<file path="config.mk">
export PLATFORM = sky130hd
export DESIGN_NAME = otbn_pq_ntt_seq
export DESIGN_NICKNAME = d
export VERILOG_FILES = /design/src/rtl/otbn_pq_pkg.sv /design/src/rtl/otbn_pq_ntt_addr_gen.sv /design/src/rtl/otbn_pq_ntt_seq.sv
export SDC_FILE = /design/constraint.sdc
export NUM_CORES = 1
export LEC_CHECK = 0
export BUFFER_PORTS_ARGS = -buffer_cell sky130_fd_sc_hd__buf_2
export CORE_UTILIZATION = 66
export CTS_CLUSTER_SIZE = 40
export DETAILED_ROUTE_END_ITERATION = 12
export PLACE_DENSITY = 0.89
export SYNTH_ARGS = -nofsm -noshare
export SYNTH_HDL_FRONTEND = slang
export SYNTH_SLANG_ARGS = --single-unit
export TNS_END_PERCENT = 10
</file>
<file path="constraint.sdc">
create_clock -name clk_i -period 13.9 [get_ports clk_i]
set_clock_uncertainty 0.15 [all_clocks]
set_input_delay 1.39 -clock clk_i [delete_from_list [all_inputs] [get_ports clk_i]]
set_output_delay 1.39 -clock clk_i [all_outputs]
set_load 0.05 [all_outputs]
</file>
<file path="src/rtl/otbn_pq_pkg.sv">
// Shared types and constants for the OTBN post-quantum datapath:
// butterfly ALU opcodes and the NTT loop sequencer state encoding.
package otbn_pq_pkg;

  localparam int NttLogNMax = 8;

  // Encoding 0 is deliberately not a legal op so an idle/reset bus is inert.
  typedef enum logic [1:0] {
    AluOpPqNone        = 2'd0,
    AluOpPqButterflyCT = 2'd1,
    AluOpPqButterflyGS = 2'd2,
    AluOpPqScale       = 2'd3
  } alu_op_pq_e;

  typedef enum logic [1:0] {
    NttIdle  = 2'd0,
    NttRun   = 2'd1,
    NttScale = 2'd2,
    NttDone  = 2'd3
  } ntt_seq_state_e;

  function automatic logic ntt_log_n_legal(input logic [3:0] log_n,
                                           input logic [3:0] log_n_max);
    return (log_n != 4'd0) && (log_n <= log_n_max);
  endfunction

endpackage

</file>
<file path="src/rtl/otbn_pq_ntt_addr_gen.sv">
// Combinational butterfly address generator: maps (stage, group, inner) to
// coefficient indices and twiddle index for CT (forward) or GS (inverse).
module otbn_pq_ntt_addr_gen #(
  parameter  int LogNMax = 8,
  localparam int StageW  = $clog2(LogNMax + 1)
) (
  input  logic [StageW-1:0]  k,
  input  logic [LogNMax-1:0] g,
  input  logic [LogNMax-1:0] j,
  input  logic [3:0]         log_n,
  input  logic               inverse,
  output logic [LogNMax-1:0] half,
  output logic [LogNMax-1:0] grp_cnt,
  output logic [LogNMax-1:0] idx0,
  output logic [LogNMax-1:0] idx1,
  output logic [LogNMax-1:0] tw_idx
);

  // One extra bit so N itself is representable before the per-stage shift.
  logic [LogNMax:0] n_w, half_w, grp_w, base_w, idx0_w;

  assign n_w    = (LogNMax + 1)'(1) << log_n;
  assign half_w = inverse ? ((LogNMax + 1)'(1) << k) : (n_w >> (k + 1'b1));
  assign grp_w  = inverse ? (n_w >> (k + 1'b1)) : ((LogNMax + 1)'(1) << k);
  assign base_w = ({1'b0, g} * half_w) << 1;
  assign idx0_w = base_w + {1'b0, j};

  assign half    = half_w[LogNMax-1:0];
  assign grp_cnt = grp_w[LogNMax-1:0];
  assign idx0    = idx0_w[LogNMax-1:0];
  assign idx1    = LogNMax'(idx0_w + half_w);
  assign tw_idx  = LogNMax'(grp_w + {1'b0, g});

endmodule

</file>
<file path="src/rtl/otbn_pq_ntt_seq.sv">
// NTT butterfly loop sequencer: one start issues every CT/GS step of an
// in-place transform. OTBN_PQ_NTT_SCALE_EN appends N scale steps to inverse runs.
module otbn_pq_ntt_seq
  import otbn_pq_pkg::*;
#(
  parameter  int LogNMax = NttLogNMax,
  localparam int StageW  = $clog2(LogNMax + 1)
) (
  input  logic               clk_i,
  input  logic               rst_i,
  input  logic               start_i,
  input  logic [3:0]         log_n_i,
  input  logic               inverse_i,
  input  logic               abort_i,
  output logic               busy_o,
  output logic               done_o,
  output logic               err_o,
  output logic               step_valid_o,
  input  logic               step_ready_i,
  output alu_op_pq_e         step_op_o,
  output logic [LogNMax-1:0] step_idx0_o,
  output logic [LogNMax-1:0] step_idx1_o,
  output logic [LogNMax-1:0] step_tw_idx_o,
  output logic [StageW-1:0]  step_stage_o
);

  ntt_seq_state_e      state_q, state_d;
  logic [StageW-1:0]   k_q, k_d;
  logic [LogNMax-1:0]  g_q, g_d, j_q, j_d;
  logic [3:0]          log_n_q, log_n_d;
  logic                inv_q, inv_d;
  // half / group count of the step currently presented, for wrap detection
  logic [LogNMax-1:0]  half_q, half_d, grps_q, grps_d;

  logic                busy_d, done_d, err_d, valid_d;
  alu_op_pq_e          op_d;
  logic [LogNMax-1:0]  idx0_d, idx1_d, tw_d;
  logic [StageW-1:0]   stage_d;

  logic [LogNMax-1:0]  a_half, a_grps, a_idx0, a_idx1, a_tw;
  logic                hs, last_j, last_g, last_k;

  assign hs     = step_valid_o & step_ready_i;
  assign last_j = (j_q == half_q - 1'b1);
  assign last_g = (g_q == grps_q - 1'b1);
  assign last_k = (k_q == StageW'(log_n_q - 4'd1));

  // Payload is computed from the next counter values so it can be registered.
  otbn_pq_ntt_addr_gen #(.LogNMax(LogNMax)) u_addr_gen (
    .k       (k_d),
    .g       (g_d),
    .j       (j_d),
    .log_n   (log_n_d),
    .inverse (inv_d),
    .half    (a_half),
    .grp_cnt (a_grps),
    .idx0    (a_idx0),
    .idx1    (a_idx1),
    .tw_idx  (a_tw)
  );

  always_ff @(posedge clk_i) begin
    if (rst_i) begin
      state_q       <= NttIdle;
      k_q           <= '0;
      g_q           <= '0;
      j_q           <= '0;
      log_n_q       <= '0;
      inv_q         <= 1'b0;
      half_q        <= '0;
      grps_q        <= '0;
      busy_o        <= 1'b0;
      done_o        <= 1'b0;
      err_o         <= 1'b0;
      step_valid_o  <= 1'b0;
      step_op_o     <= AluOpPqNone;
      step_idx0_o   <= '0;
      step_idx1_o   <= '0;
      step_tw_idx_o <= '0;
      step_stage_o  <= '0;
    end else begin
      state_q       <= state_d;
      k_q           <= k_d;
      g_q           <= g_d;
      j_q           <= j_d;
      log_n_q       <= log_n_d;
      inv_q         <= inv_d;
      half_q        <= half_d;
      grps_q        <= grps_d;
      busy_o        <= busy_d;
      done_o        <= done_d;
      err_o         <= err_d;
      step_valid_o  <= valid_d;
      step_op_o     <= op_d;
      step_idx0_o   <= idx0_d;
      step_idx1_o   <= idx1_d;
      step_tw_idx_o <= tw_d;
      step_stage_o  <= stage_d;
    end
  end

  always_comb begin
    state_d = state_q;
    k_d     = k_q;
    g_d     = g_q;
    j_d     = j_q;
    log_n_d = log_n_q;
    inv_d   = inv_q;
    err_d   = 1'b0;
    unique case (state_q)
      NttIdle: begin
        if (start_i) begin
          if (ntt_log_n_legal(log_n_i, 4'(LogNMax))) begin
            state_d = NttRun;
            k_d     = '0;
            g_d     = '0;
            j_d     = '0;
            log_n_d = log_n_i;
            inv_d   = inverse_i;
          end else begin
            err_d = 1'b1;
          end
        end
      end
      NttRun: begin
        if (abort_i) begin
          state_d = NttIdle;
          k_d     = '0;
          g_d     = '0;
          j_d     = '0;
        end else if (hs) begin
          if (!last_j) begin
            j_d = j_q + 1'b1;
          end else begin
            j_d = '0;
            if (!last_g) begin
              g_d = g_q + 1'b1;
            end else begin
              g_d = '0;
              if (!last_k) begin
                k_d = k_q + 1'b1;
              end else begin
                k_d = '0;
`ifdef OTBN_PQ_NTT_SCALE_EN
                state_d = inv_q ? NttScale : NttDone;
`else
                state_d = NttDone;
`endif
              end
            end
          end
        end
      end
`ifdef OTBN_PQ_NTT_SCALE_EN
      NttScale: begin
        // j doubles as the coefficient index i while scaling
        if (abort_i) begin
          state_d = NttIdle;
          j_d     = '0;
        end else if (hs) begin
          if (j_q == LogNMax'(((LogNMax + 1)'(1) << log_n_q) - 1'b1)) begin
            state_d = NttDone;
            j_d     = '0;
          end else begin
            j_d = j_q + 1'b1;
          end
        end
      end
`endif
      NttDone: state_d = NttIdle;
      default: state_d = NttIdle;
    endcase
  end

  always_comb begin
    busy_d  = (state_d == NttRun) || (state_d == NttScale);
    valid_d = busy_d;
    done_d  = (state_d == NttDone);
    op_d    = AluOpPqNone;
    idx0_d  = '0;
    idx1_d  = '0;
    tw_d    = '0;
    stage_d = '0;
    half_d  = '0;
    grps_d  = '0;
    if (state_d == NttRun) begin
      op_d    = inv_d ? AluOpPqButterflyGS : AluOpPqButterflyCT;
      idx0_d  = a_idx0;
      idx1_d  = a_idx1;
      tw_d    = a_tw;
      stage_d = k_d;
      half_d  = a_half;
      grps_d  = a_grps;
    end else if (state_d == NttScale) begin
      op_d   = AluOpPqScale;
      idx0_d = j_d;
    end
  end

endmodule

</file>
==> impl_results.md <==
* Fin. Hold Viols at 0
* GR Overflow Total at 0
* Clock Latency Late Sink at 370 ps
* Final wirelength at 15950 um
* Static Leak at 0.002992 uW
* Width of the die at 96.06 um
* Clock transition at path regs at 90 ps
* Minimum clock period at 9911 ps
* Syn Nets at 781
* Crit start category: primary input
* Ys async rst share at 0
* Post-synthesis cell area at 5839 um2
* Initial core utilization at 0.6967
* CTS Buffer Depth at 2
* Critical path endpoint category: register
* WP data arrival at 10050 ps
* Cell Rows at 33
* Gr usage total at 0.3678
* Worst slew pin tran at 1064 ps
* Final setup fails at 0
* Tot Pwr at 452.6 uW
* Via count at 5421
* Cell Count Post-Placement at 834
* Layout Nets at 808
* Area share of the largest cell type after synthesis at 0.2606
* Number of distinct library cells after synthesis at 84
* IO Count at 44
* Critical Path Max Stage Delay at 530 ps
* Per-cell routed wire length at 18.76 um
* Synth Register Bits at 76
* CTS Hold Bufs at 0
* DRC Markers at 0
* Top cell type by total area after synthesis: dfxtp_1
* Fin. max-slew vios at 0
* Avg Synthesized Cell Area at 8.190 um2
* Num CTS Buffers at 9
* N_diodes at 0
* Crit-path max FO at 13
* Share of cells above drive strength 1 at 0.1356
* Final worst slack at 3989 ps
* Peak Freq at 0.1009 GHz
* Top post-synthesis cells by area: dfxtp_1 26%, ha_1 10%, nor2_1 6.6%
* Initial drt markers at 439
* Fillers at 646
* Period utilization at 0.7130
* P per Cell Area at 72.25 nW/um2
* Vias per cell at 6.378
* DP HPWL at 12000 um
* # port buffers at 43
* First-pass GRT wire length at 25540 um
* Antenna Nets Post-Route at 0
* Peak VDD IR at 0.05043 mV
* Post-synth EDFFs at 0
* Hold Path Class: reg -> reg
* Vias in the first global route at 5190
* Final non-filler cell total at 850
* Area growth, synth to finish at 7.285%
* Largest net degree at the start of global routing at 41
* Setup TNS at 0 ps
* Placement Setup Slack at 3777 ps
* PostCTS Resize Cnt at 0
* Status: finished, final reports clean
* Initial antenna violation count at 0
* Post-CTS setup buffers at 0
* Final GP Congestion at 0.9549
* Synth Flop Type: dfxtp_1
* CTS tree: built
* CTS Sinks at 76
* Die area at 9228 um2
* Yosys warns at 0
* CP required at 14040 ps
* Max_slew headroom at 0.2908
* DRT Pass-1 Iters at 6
* Seq/Total Area, Yosys at 0.2606
* Cells after Synth at 713
* Max H-tree Level at 3
* CP max stage cell: fa_1
* Die height at 96.06 um
* Unrepaired setup endpoints after global routing: no
* Max cap viols at 0
* Root buf cell: clkbuf_8
* Critical path class: in -> reg
* Core area at 8382 um2
cell usage after synthesis, types with 10 or more instances:
cell type  instances
a21o_1            13
a21oi_1           36
and2_1            16
clkbuf_1          21
dfxtp_1           76
fa_1              10
ha_1              48
inv_1             41
mux2i_1           10
nand2_1           55
nand2b_1          11
nand3_1           23
nor2_1           102
nor2b_1           14
nor3_1            11
o21ai_0           35
xnor2_1           34
xor2_1            21
where the power goes:
part,switching (uW),internal (uW),leakage [uW]
Combinational,42.2,18.3,0.00228
Sequential,2.36,220,0.000614
Clock,101,68.9,0.0000936
per-layer routing:
metal / vias up / global-route usage / part of all wire
met3: 65 / 0.06714 / 0.10
li1: 2530 / - / -
met5: - / 0 / 0
met2: 315 / 0.5804 / 0.45
met4: 0 / 0.1617 / 0.034
met1: 2511 / 0.4890 / 0.42
through the flow:
step	hold slack (ps)	utilization	cell area, um2
after floorplan	398.5	-	5839
after global placement	455.7	0.7246	6073
after detailed placement	481.5	0.7246	6073
after CTS	492.4	0.7474	6265
after global routing	531.3	0.7474	6265
final	494.8	0.7474	6265
state kept, by name (all words and copies together) (netlist names), 2 cells and up:
signal         count
half_q             8
step_stage_o       4
g_q                8
state_q            2
grps_q             8
log_n_q            4
step_op_o          2
k_q                4
step_idx0_o        8
step_tw_idx_o      8
step_idx1_o        8
j_q                8
cell families (layout without fill, tap and decap cells):
logic type      count (synthesis)  count (layout)  synth area share
simple gates                  280             280            0.2402
compound gates                154             154            0.1922
flops                          76              76            0.2606
buf+inv                        74             106           0.05292
xor+xnor                       59              59           0.09600
fa+ha+maj                      58              58            0.1371
mux                            12              12           0.02100
layout make-up:
type,instances,area (um2),share of cell area
Clock inverter,7,67.56,0.01078
Timing Repair Buffer,47,245.2,0.03915
Inverter,43,166.4,0.02656
Multi-Input combinational cell,563,4009,0.6399
Tap cell,105,131.4,0.02097
Clock buffer,9,123.9,0.01977
Sequential cell,76,1521,0.2429
worst max-delay path, delay by kind of cell:
family                   cells  cell delay, ps
adder cells (fa/ha/maj)      8            3170
AO/OA/AOI/OAI                6             990
buffers and inverters        3             220
AND/OR/NAND/NOR             12            2590
XOR/XNOR                     7            1370
multiplexers                 1             270
final timing paths:
kind,startpoint,endpoint,slack [ps],cells after the start
min reg2reg,state_q[1]$_SDFF_PP0_,err_o$_SDFF_PP0_,490,3
min,state_q[1]$_SDFF_PP0_,err_o$_SDFF_PP0_,490,3
max reg2reg,half_q[0]$_SDFF_PP0_,step_idx1_o[7]$_SDFF_PP0_,4330,38
max,step_ready_i,step_idx1_o[7]$_SDFF_PP0_,3990,37
layout by cell type, fill, tap and decap left out, types with 3 or more instances in the layout:
cell	n
nand3_1	23
o31ai_1	5
inv_6	4
nand4_1	8
o41ai_1	4
nand2b_1	11
a32oi_1	3
fa_1	10
nor3_2	3
nor4_1	4
o21ai_0	35
and2_1	16
inv_1	41
a22oi_1	8
xor2_1	21
clkbuf_8	9
or4_1	3
o21bai_1	6
nor2_1	102
buf_4	4
a21oi_1	36
nor2b_1	14
buf_2	43
mux2i_1	10
ha_1	48
dfxtp_1	76
nand2_1	55
a21o_1	13
or3_1	6
a31oi_1	6
and3_1	6
xnor2_1	34
nor3_1	11
a32o_1	3
Power figures use the tool's default switching activity.
